### src/rtl/dpi_stream_sequencer.sv
`default_nettype none
// ============================================================================
// Module   : dpi_stream_sequencer
// Purpose  : Front-end of a DPI regex lane. It maps each 32-bit flow key to a
//            6-bit stream ID through a 64-entry register CAM. It then drives the
//            matcher wrappers through three phases: state load, character
//            stream, and end-of-packet commit.
// Revision : 1.0  initial release
// ----------------------------------------------------------------------------
// Parameters
//   EOP_GAP        idle cycles between the last char_in_vld and eop (1..7)
// Ports
//   clk, rst       single rising-edge clock, synchronous active-high reset
//   pkt_vld/sop/eop/data/key   byte-wide packet input, pkt_rdy handshake
//   load_state, new_stream_id, stream_id, char_in, char_in_vld, eop, enable
//                  matcher bundle; every output is registered
//   flows_active   occupied CAM entries (0..64)
//   pkt_count      completed packets, wraps
// Build option
//   DPI_SEQ_EVICT_EN  when defined, a miss on a full table overwrites a
//                     round-robin victim. When undefined, the packet is
//                     passed through with enable=0.
// ============================================================================
module dpi_stream_sequencer #(
    parameter int EOP_GAP = 2
) (
    input  logic        clk,
    input  logic        rst,
    input  logic        pkt_vld,
    input  logic        pkt_sop,
    input  logic        pkt_eop,
    input  logic [7:0]  pkt_data,
    input  logic [31:0] pkt_key,
    output logic        pkt_rdy,
    output logic        load_state,
    output logic        new_stream_id,
    output logic [5:0]  stream_id,
    output logic [7:0]  char_in,
    output logic        char_in_vld,
    output logic        eop,
    output logic        enable,
    output logic [6:0]  flows_active,
    output logic [15:0] pkt_count
);

    localparam int c_NUM_ENTRIES = 64;

    typedef enum logic [2:0] {
        S_IDLE   = 3'd0,
        S_LOOKUP = 3'd1,
        S_LOAD   = 3'd2,
        S_GAP    = 3'd3,
        S_STREAM = 3'd4,
        S_DRAIN  = 3'd5,
        S_COMMIT = 3'd6
    } state_t;

    state_t r_state, w_state_nxt;

    // Packet context latched from the SOP beat
    logic [31:0] r_key;
    logic [7:0]  r_first_byte;
    logic        r_last;
    logic        w_latch;

    // CAM storage
    logic [c_NUM_ENTRIES-1:0] r_cam_vld;
    logic [31:0]              r_cam_key [c_NUM_ENTRIES];
    logic [c_NUM_ENTRIES-1:0] w_hit_vec;
    logic                     w_hit, w_free_found;
    logic [5:0]               w_hit_idx, w_free_idx;
    logic                     w_cam_we;
    logic [5:0]               w_cam_widx;

    // Registered outputs and their next values
    logic        r_pkt_rdy, w_pkt_rdy_nxt;
    logic        r_load_state, w_load_nxt;
    logic        r_new_stream_id, w_new_nxt;
    logic [5:0]  r_stream_id, w_sid_nxt;
    logic [7:0]  r_char_in, w_char_nxt;
    logic        r_char_in_vld, w_char_vld_nxt;
    logic        r_eop, w_eop_nxt;
    logic        r_enable, w_en_nxt;
    logic [6:0]  r_flows_active;
    logic        w_flows_inc;
    logic [15:0] r_pkt_count;
    logic        w_pkt_inc;
    logic [2:0]  r_gap_cnt, w_gap_cnt_nxt;

    logic        w_accept;
    assign w_accept = pkt_vld & r_pkt_rdy;

`ifdef DPI_SEQ_EVICT_EN
    logic [5:0] r_victim;
    logic       w_victim_adv;
`endif

    // Parallel compare of every valid entry against the latched key
    for (genvar g = 0; g < c_NUM_ENTRIES; g++) begin : g_cam_cmp
        assign w_hit_vec[g] = r_cam_vld[g] && (r_cam_key[g] == r_key);
    end

    // Lowest index wins for both the hit and the free-slot search
    always_comb begin
        w_hit        = 1'b0;
        w_hit_idx    = '0;
        w_free_found = 1'b0;
        w_free_idx   = '0;
        for (int i = c_NUM_ENTRIES - 1; i >= 0; i--) begin
            if (w_hit_vec[i]) begin
                w_hit     = 1'b1;
                w_hit_idx = 6'(i);
            end
            if (!r_cam_vld[i]) begin
                w_free_found = 1'b1;
                w_free_idx   = 6'(i);
            end
        end
    end

    always_comb begin
        w_state_nxt    = r_state;
        w_pkt_rdy_nxt  = 1'b0;
        w_load_nxt     = 1'b0;
        w_eop_nxt      = 1'b0;
        w_char_vld_nxt = 1'b0;
        w_char_nxt     = r_char_in;
        w_sid_nxt      = r_stream_id;
        w_new_nxt      = r_new_stream_id;
        w_en_nxt       = r_enable;
        w_cam_we       = 1'b0;
        w_cam_widx     = w_free_idx;
        w_flows_inc    = 1'b0;
        w_pkt_inc      = 1'b0;
        w_gap_cnt_nxt  = r_gap_cnt;
        w_latch        = 1'b0;
`ifdef DPI_SEQ_EVICT_EN
        w_victim_adv   = 1'b0;
`endif
        case (r_state)
            S_IDLE: begin
                w_pkt_rdy_nxt = 1'b1;
                // Non-SOP beats in IDLE are accepted and discarded
                if (w_accept && pkt_sop) begin
                    w_latch       = 1'b1;
                    w_state_nxt   = S_LOOKUP;
                    w_pkt_rdy_nxt = 1'b0;
                end
            end
            S_LOOKUP: begin
                w_state_nxt = S_LOAD;
                w_load_nxt  = 1'b1;
                if (w_hit) begin
                    w_sid_nxt = w_hit_idx;
                    w_new_nxt = 1'b0;
                    w_en_nxt  = 1'b1;
                end else if (w_free_found) begin
                    w_sid_nxt   = w_free_idx;
                    w_new_nxt   = 1'b1;
                    w_en_nxt    = 1'b1;
                    w_cam_we    = 1'b1;
                    w_cam_widx  = w_free_idx;
                    w_flows_inc = 1'b1;
                end else begin
`ifdef DPI_SEQ_EVICT_EN
                    w_sid_nxt    = r_victim;
                    w_new_nxt    = 1'b1;
                    w_en_nxt     = 1'b1;
                    w_cam_we     = 1'b1;
                    w_cam_widx   = r_victim;
                    w_victim_adv = 1'b1;
`else
                    // Matchers still run, but they discard the state
                    w_sid_nxt = '0;
                    w_new_nxt = 1'b1;
                    w_en_nxt  = 1'b0;
`endif
                end
            end
            S_LOAD: begin
                w_state_nxt = S_GAP;
            end
            S_GAP: begin
                w_state_nxt    = S_STREAM;
                w_char_nxt     = r_first_byte;
                w_char_vld_nxt = 1'b1;
                w_pkt_rdy_nxt  = !r_last;
            end
            S_STREAM: begin
                if (r_last) begin
                    w_state_nxt   = S_DRAIN;
                    w_gap_cnt_nxt = '0;
                end else begin
                    w_pkt_rdy_nxt = 1'b1;
                    if (w_accept) begin
                        if (pkt_sop) begin
                            // A stray SOP ends the packet and its byte is dropped
                            w_state_nxt   = S_DRAIN;
                            w_pkt_rdy_nxt = 1'b0;
                            w_gap_cnt_nxt = '0;
                        end else begin
                            w_char_nxt     = pkt_data;
                            w_char_vld_nxt = 1'b1;
                            if (pkt_eop) begin
                                w_state_nxt   = S_DRAIN;
                                w_pkt_rdy_nxt = 1'b0;
                                w_gap_cnt_nxt = '0;
                            end
                        end
                    end
                end
            end
            S_DRAIN: begin
                // The gap counts only once the final character has left
                // char_in, so both entry paths give the same eop timing.
                if (!r_char_in_vld) begin
                    if (r_gap_cnt == 3'(EOP_GAP - 1)) begin
                        w_state_nxt = S_COMMIT;
                        w_eop_nxt   = 1'b1;
                        w_pkt_inc   = 1'b1;
                    end else begin
                        w_gap_cnt_nxt = r_gap_cnt + 3'd1;
                    end
                end
            end
            S_COMMIT: begin
                w_state_nxt   = S_IDLE;
                w_pkt_rdy_nxt = 1'b1;
            end
            default: begin
                w_state_nxt = S_IDLE;
            end
        endcase
    end

    always_ff @(posedge clk) begin
        if (rst) begin
            r_state         <= S_IDLE;
            r_pkt_rdy       <= 1'b0;
            r_load_state    <= 1'b0;
            r_new_stream_id <= 1'b0;
            r_stream_id     <= '0;
            r_char_in       <= '0;
            r_char_in_vld   <= 1'b0;
            r_eop           <= 1'b0;
            r_enable        <= 1'b0;
            r_flows_active  <= '0;
            r_pkt_count     <= '0;
            r_gap_cnt       <= '0;
            r_key           <= '0;
            r_first_byte    <= '0;
            r_last          <= 1'b0;
        end else begin
            r_state         <= w_state_nxt;
            r_pkt_rdy       <= w_pkt_rdy_nxt;
            r_load_state    <= w_load_nxt;
            r_new_stream_id <= w_new_nxt;
            r_stream_id     <= w_sid_nxt;
            r_char_in       <= w_char_nxt;
            r_char_in_vld   <= w_char_vld_nxt;
            r_eop           <= w_eop_nxt;
            r_enable        <= w_en_nxt;
            r_flows_active  <= r_flows_active + {6'd0, w_flows_inc};
            r_pkt_count     <= r_pkt_count + {15'd0, w_pkt_inc};
            r_gap_cnt       <= w_gap_cnt_nxt;
            if (w_latch) begin
                r_key        <= pkt_key;
                r_first_byte <= pkt_data;
                r_last       <= pkt_eop;
            end
        end
    end

    always_ff @(posedge clk) begin
        if (rst) begin
            r_cam_vld <= '0;
        end else if (w_cam_we) begin
            r_cam_vld[w_cam_widx] <= 1'b1;
        end
    end

    // Key storage needs no reset; an entry is only trusted while its valid bit is set
    always_ff @(posedge clk) begin
        if (w_cam_we) begin
            r_cam_key[w_cam_widx] <= r_key;
        end
    end

`ifdef DPI_SEQ_EVICT_EN
    always_ff @(posedge clk) begin
        if (rst) begin
            r_victim <= '0;
        end else if (w_victim_adv) begin
            r_victim <= r_victim + 6'd1;
        end
    end
`endif

    assign pkt_rdy       = r_pkt_rdy;
    assign load_state    = r_load_state;
    assign new_stream_id = r_new_stream_id;
    assign stream_id     = r_stream_id;
    assign char_in       = r_char_in;
    assign char_in_vld   = r_char_in_vld;
    assign eop           = r_eop;
    assign enable        = r_enable;
    assign flows_active  = r_flows_active;
    assign pkt_count     = r_pkt_count;

endmodule
`default_nettype wire

### config.mk
export PLATFORM = sky130hd
export DESIGN_NAME = dpi_stream_sequencer
export DESIGN_NICKNAME = d
export VERILOG_FILES = /design/src/rtl/dpi_stream_sequencer.sv
export SDC_FILE = /design/constraint.sdc
export NUM_CORES = 2
export LEC_CHECK = 0
export CAP_MARGIN = 20
export CORE_MARGIN = 2
export CORE_UTILIZATION = 60
export DETAILED_ROUTE_END_ITERATION = 12
export DONT_BUFFER_PORTS = 1
export PLACE_DENSITY_LB_ADDON = 0.1
export SLEW_MARGIN = 10
export SYNTH_ARGS = -nofsm -noshare
export SYNTH_HDL_FRONTEND = slang
export SYNTH_SLANG_ARGS = --single-unit
### constraint.sdc
create_clock -name clk -period 16.8 [get_ports clk]
set_clock_uncertainty 0.05 [all_clocks]
set_input_delay 2.52 -clock clk [delete_from_list [all_inputs] [get_ports clk]]
set_output_delay 2.52 -clock clk [all_outputs]
set_load 0.1 [all_outputs]
==> key figures <==
Setup path
  – CP arrival: 7430 ps
  – FF-to-FF Start: r_key[26]$_SDFFE_PP0P_
  – Largest stage delay, worst path: 770 ps
  – CP Capture Type: register
  – Req. time, crit path: 17,240 ps
  – R2R cell count: 14
  – Critical path class: register to register
  – Critical-path top delay cell: nor3b_2
  – CP Max Fanout: 45
  – Top cell by count, worst path: buf_4
  – Worst reg-to-reg setup slack: 9810 ps
  – Worst setup SP type: register
  – FF-to-FF End: r_cam_key[37][21]$_DFFE_PP_
  – CP cell instances: buf_4 -> buf_4 -> buf_4 -> xor2_1 -> nor4_1 -> nand3_1 -> or3_1 -> nand2_1 -> nor2_1 -> and4_1 -> nor3b_2 -> nand3_1 -> nor3_2 -> buf_4

CTS
  – Resized cells post-CTS: 0
  – Clock Sinks: 2,202
  – H-tree depth: 4
  – Clock tree buffer depth: 3
  – TritonCTS clock tree: built
  – CTS clk-pin slew, worst paths: 60 ps
  – CTS Hold Bufs: 0
  – Num CTS Buffers: 218
  – Insertion delay to the later sink of the worst-skew pair: 830 ps
  – Root Buffer: clkbuf_16
  – Post-CTS Setup Inserts: 0

Synth
  – Area share of the largest cell type after synthesis: 65.2%
  – Most common cell in the netlist: edfxtp_1
  – Ys Warns: 0
  – Syn Area/Cell: 15.4 sq um
  – Synth cell types: 78
  – Post-Syn Nets: 6,190
  – FF+latch count, synth: 2,202
  – Ranking of synthesized cells by area: edfxtp_1 65%, xnor2_1 12%, xor2_1 6.7%
  – Ys flop type: edfxtp_1
  – Synth cell count leaders: 2,048 x edfxtp_1, 1,336 x xnor2_1, 721 x xor2_1
  – Sequential area share after synthesis: 68.5%
  – Synthesized cell area: 94,300 sq um
  – EDFF count, synth: 2,048
  – Mapped Cells: 6,139
  – Asr flop ratio synth: 0%
  – Post-synth top area cell: edfxtp_1

STA
  – Final hold viol count: 0
  – Final setup vio count: 0
  – Top achievable clock speed: 143 MHz
  – Period utilization: 41.6%
  – Worst Slack Setup Final: 9810 ps
  – Tmin final: 6990 ps
  – RSZ-0062 raised after global routing: false
  – Worst-Margin Slew: 1160 ps
  – Final Slew Violations: 0
  – Setup_tns: 0 ps
  – Worst slew margin: 22.2%

GRT
  – Global-route usage over all layers: 28.9%
  – Met1 usage: 42.4%
  – Most Used Layer, Global Route: met2
  – First-pass GRT wire length: 342,000 microns
  – Met3 Use GR: 4.35%
  – GR Layer Usage met2: 45.4%
  – Grt ovf: 0
  – Initial antenna violation count: 3
  – Largest net degree at the start of global routing: 156
  – Vias in the first global route: 49,760

Power and ir drop
  – Total power: 11.9 mW
  – Switch Pwr: 2.88 mW
  – Seq pwr share: 52.5%
  – Lkg Pwr: 32.9 nW
  – PwrDens: 116 nW/um^2
  – Switch share: 24.2%
  – Pint: 9.04 mW
  – Peak supply drop: 0.0000949 V
  – Part of the power in combinational logic: 9.0%
  – Clk pwr share: 38.5%

Worst hold path
  – Worst hold start: r_first_byte[4]$_SDFFE_PP0P_
  – HP Class: register to register
  – Hold endpoint: r_first_byte[4]$_SDFFE_PP0P_
  – Hold path depth: 2

Floorplan
  – Starting Density: 60.4%
  – Core area: 156,000 sq um
  – Io pins: 88
  – Die area: 160,000 sq um
  – Die height: 400 microns
  – Die span in x: 400 microns
  – Rows: 145

Drt
  – Drt wl/cell: 27.4 microns
  – ANT nets after route: 0
  – Drt drc: 0
  – Drt first-iter violations: 5,264
  – Vias per cell: 6.04
  – Via count: 51,290
  – Final wirelength: 232,000 microns
  – Detailed Routing Iterations Pass 1: 8

Cells and area
  – Final Net Count: 6,301
  – Layout area overhead: 8.88%
  – Ratio of cells with drive above 1 in the final layout: 9.30%
  – Finished Layout Cells: 8,490

Placement
  – Dpl cells: 8,086
  – Gpl congestion: 0.949
  – IO Port Bufs: 0
  – DP Wirelength: 130,000 microns
  – Setup slack at placement: 9370 ps

Outcome
  – Status: complete, no violations

Flow run
  – Max cap viols: 0
[routing by layer]
| layer | vias up | share of wire, % |
|---|---|---|
| li1 | 22537 | - |
| met1 | 26404 | 44 |
| met2 | 1982 | 47 |
| met3 | 367 | 7.2 |
| met4 | 0 | 2.7 |
| met5 | - | 0 |
[through the flow]
| step | utilization (%) | instance area [sq um] | hold WS, ps |
|---|---|---|---|
| global route | 65.7 | 103000 | 417 |
| CTS | 65.7 | 103000 | 398 |
| finish | 65.7 | 103000 | 402 |
| floorplan | - | 94300 | 386 |
| detailed placement | 61.5 | 96000 | 391 |
| global placement | 61.4 | 95900 | 386 |
[power groups by stage]
| stage | Sequential (mW) | Clock, mW | Combinational (mW) |
|---|---|---|---|
| after CTS | 6.26 | 4.66 | 1.08 |
| after detailed placement | 6.38 | 0 | 1.07 |
| after global placement | 6.38 | 0 | 1.04 |
| final | 6.26 | 4.60 | 1.07 |
| after floorplan | 6.36 | 0 | 0.753 |
| after global routing | 6.27 | 4.87 | 1.14 |
[cell type report]
cell class                      count  area [sq um]
Antenna cell                        2          5.00
Clock buffer                      299          5910
Clock inverter                    101           738
Fill cell                       10945         53500
Inverter                           40           150
Multi-Input combinational cell   3620         27200
Sequential cell                  2202         64700
Tap cell                         2058          2570
Timing Repair Buffer              168          1440
[critical path, delay by kind of cell (launching register included)]
kind	cells	cell delay [ps]
XOR/XNOR	1	220
flip-flops	1	600
AND/OR/NAND/NOR	9	3370
buffers and inverters	4	2270
[flip-flops by register name (all words and copies together), names as in the netlist]
register       flops
char_in            8
pkt_count         16
r_first_byte       8
new_stream_id      1
r_last             1
r_state            3
r_key             32
pkt_rdy            1
r_gap_cnt          3
load_state         1
char_in_vld        1
stream_id          6
eop                1
r_cam_key       2048
r_cam_vld         64
enable             1
flows_active       7
[worst max-delay path by stage]
stage	start	to	slack, ps	cells after the start
floorplan	r_key[22]$_SDFFE_PP0P_	r_cam_key[56][0]$_DFFE_PP_	9840	14
global placement	r_key[26]$_SDFFE_PP0P_	r_cam_key[4][26]$_DFFE_PP_	9560	15
detailed placement	r_key[26]$_SDFFE_PP0P_	r_cam_key[4][14]$_DFFE_PP_	9370	15
CTS	r_key[26]$_SDFFE_PP0P_	r_cam_key[4][13]$_DFFE_PP_	9370	15
global route	r_key[26]$_SDFFE_PP0P_	r_cam_key[37][20]$_DFFE_PP_	9520	14
finish	r_key[26]$_SDFFE_PP0P_	r_cam_key[37][21]$_DFFE_PP_	9810	14
[kinds of logic (layout without fill, tap and decap cells)]
group                      after synthesis  in the layout  share of synthesized area (%)
DFF                                   2202           2202                           68.5
xor gates and xnor gates              2059           2059                           19.1
and+or+nand+nor                       1296           1296                           7.63
buffers and inverters                  317            608                           2.94
AOI/OAI and AO/OA                      251            251                           1.66
muxes                                    8              8                         0.0849
adders and majority gates                6              6                         0.0796
other                                    0              2                              0
[placed cells by master (no fill, tap or decap), types with 13 or more instances in the layout]
cell	netlist	final
a21oi_1	109	108
a31oi_1	34	34
and3_1	46	46
buf_4	81	155
clkbuf_1	40	69
clkbuf_16	0	221
clkinv_1	0	47
clkinv_2	0	33
dfxtp_1	154	122
dfxtp_4	0	32
edfxtp_1	2048	2048
inv_1	40	40
nand2_1	180	180
nand3_1	147	146
nand3_2	12	13
nand4_1	331	331
nor2_1	164	134
nor2_2	0	30
nor2b_1	17	17
nor3_1	95	79
nor3_2	5	18
nor4_1	218	216
o21ai_0	38	38
o21ba_2	19	19
or3_1	21	21
xnor2_1	1336	1336
xor2_1	721	721
(Power assumes the default switching activity.)
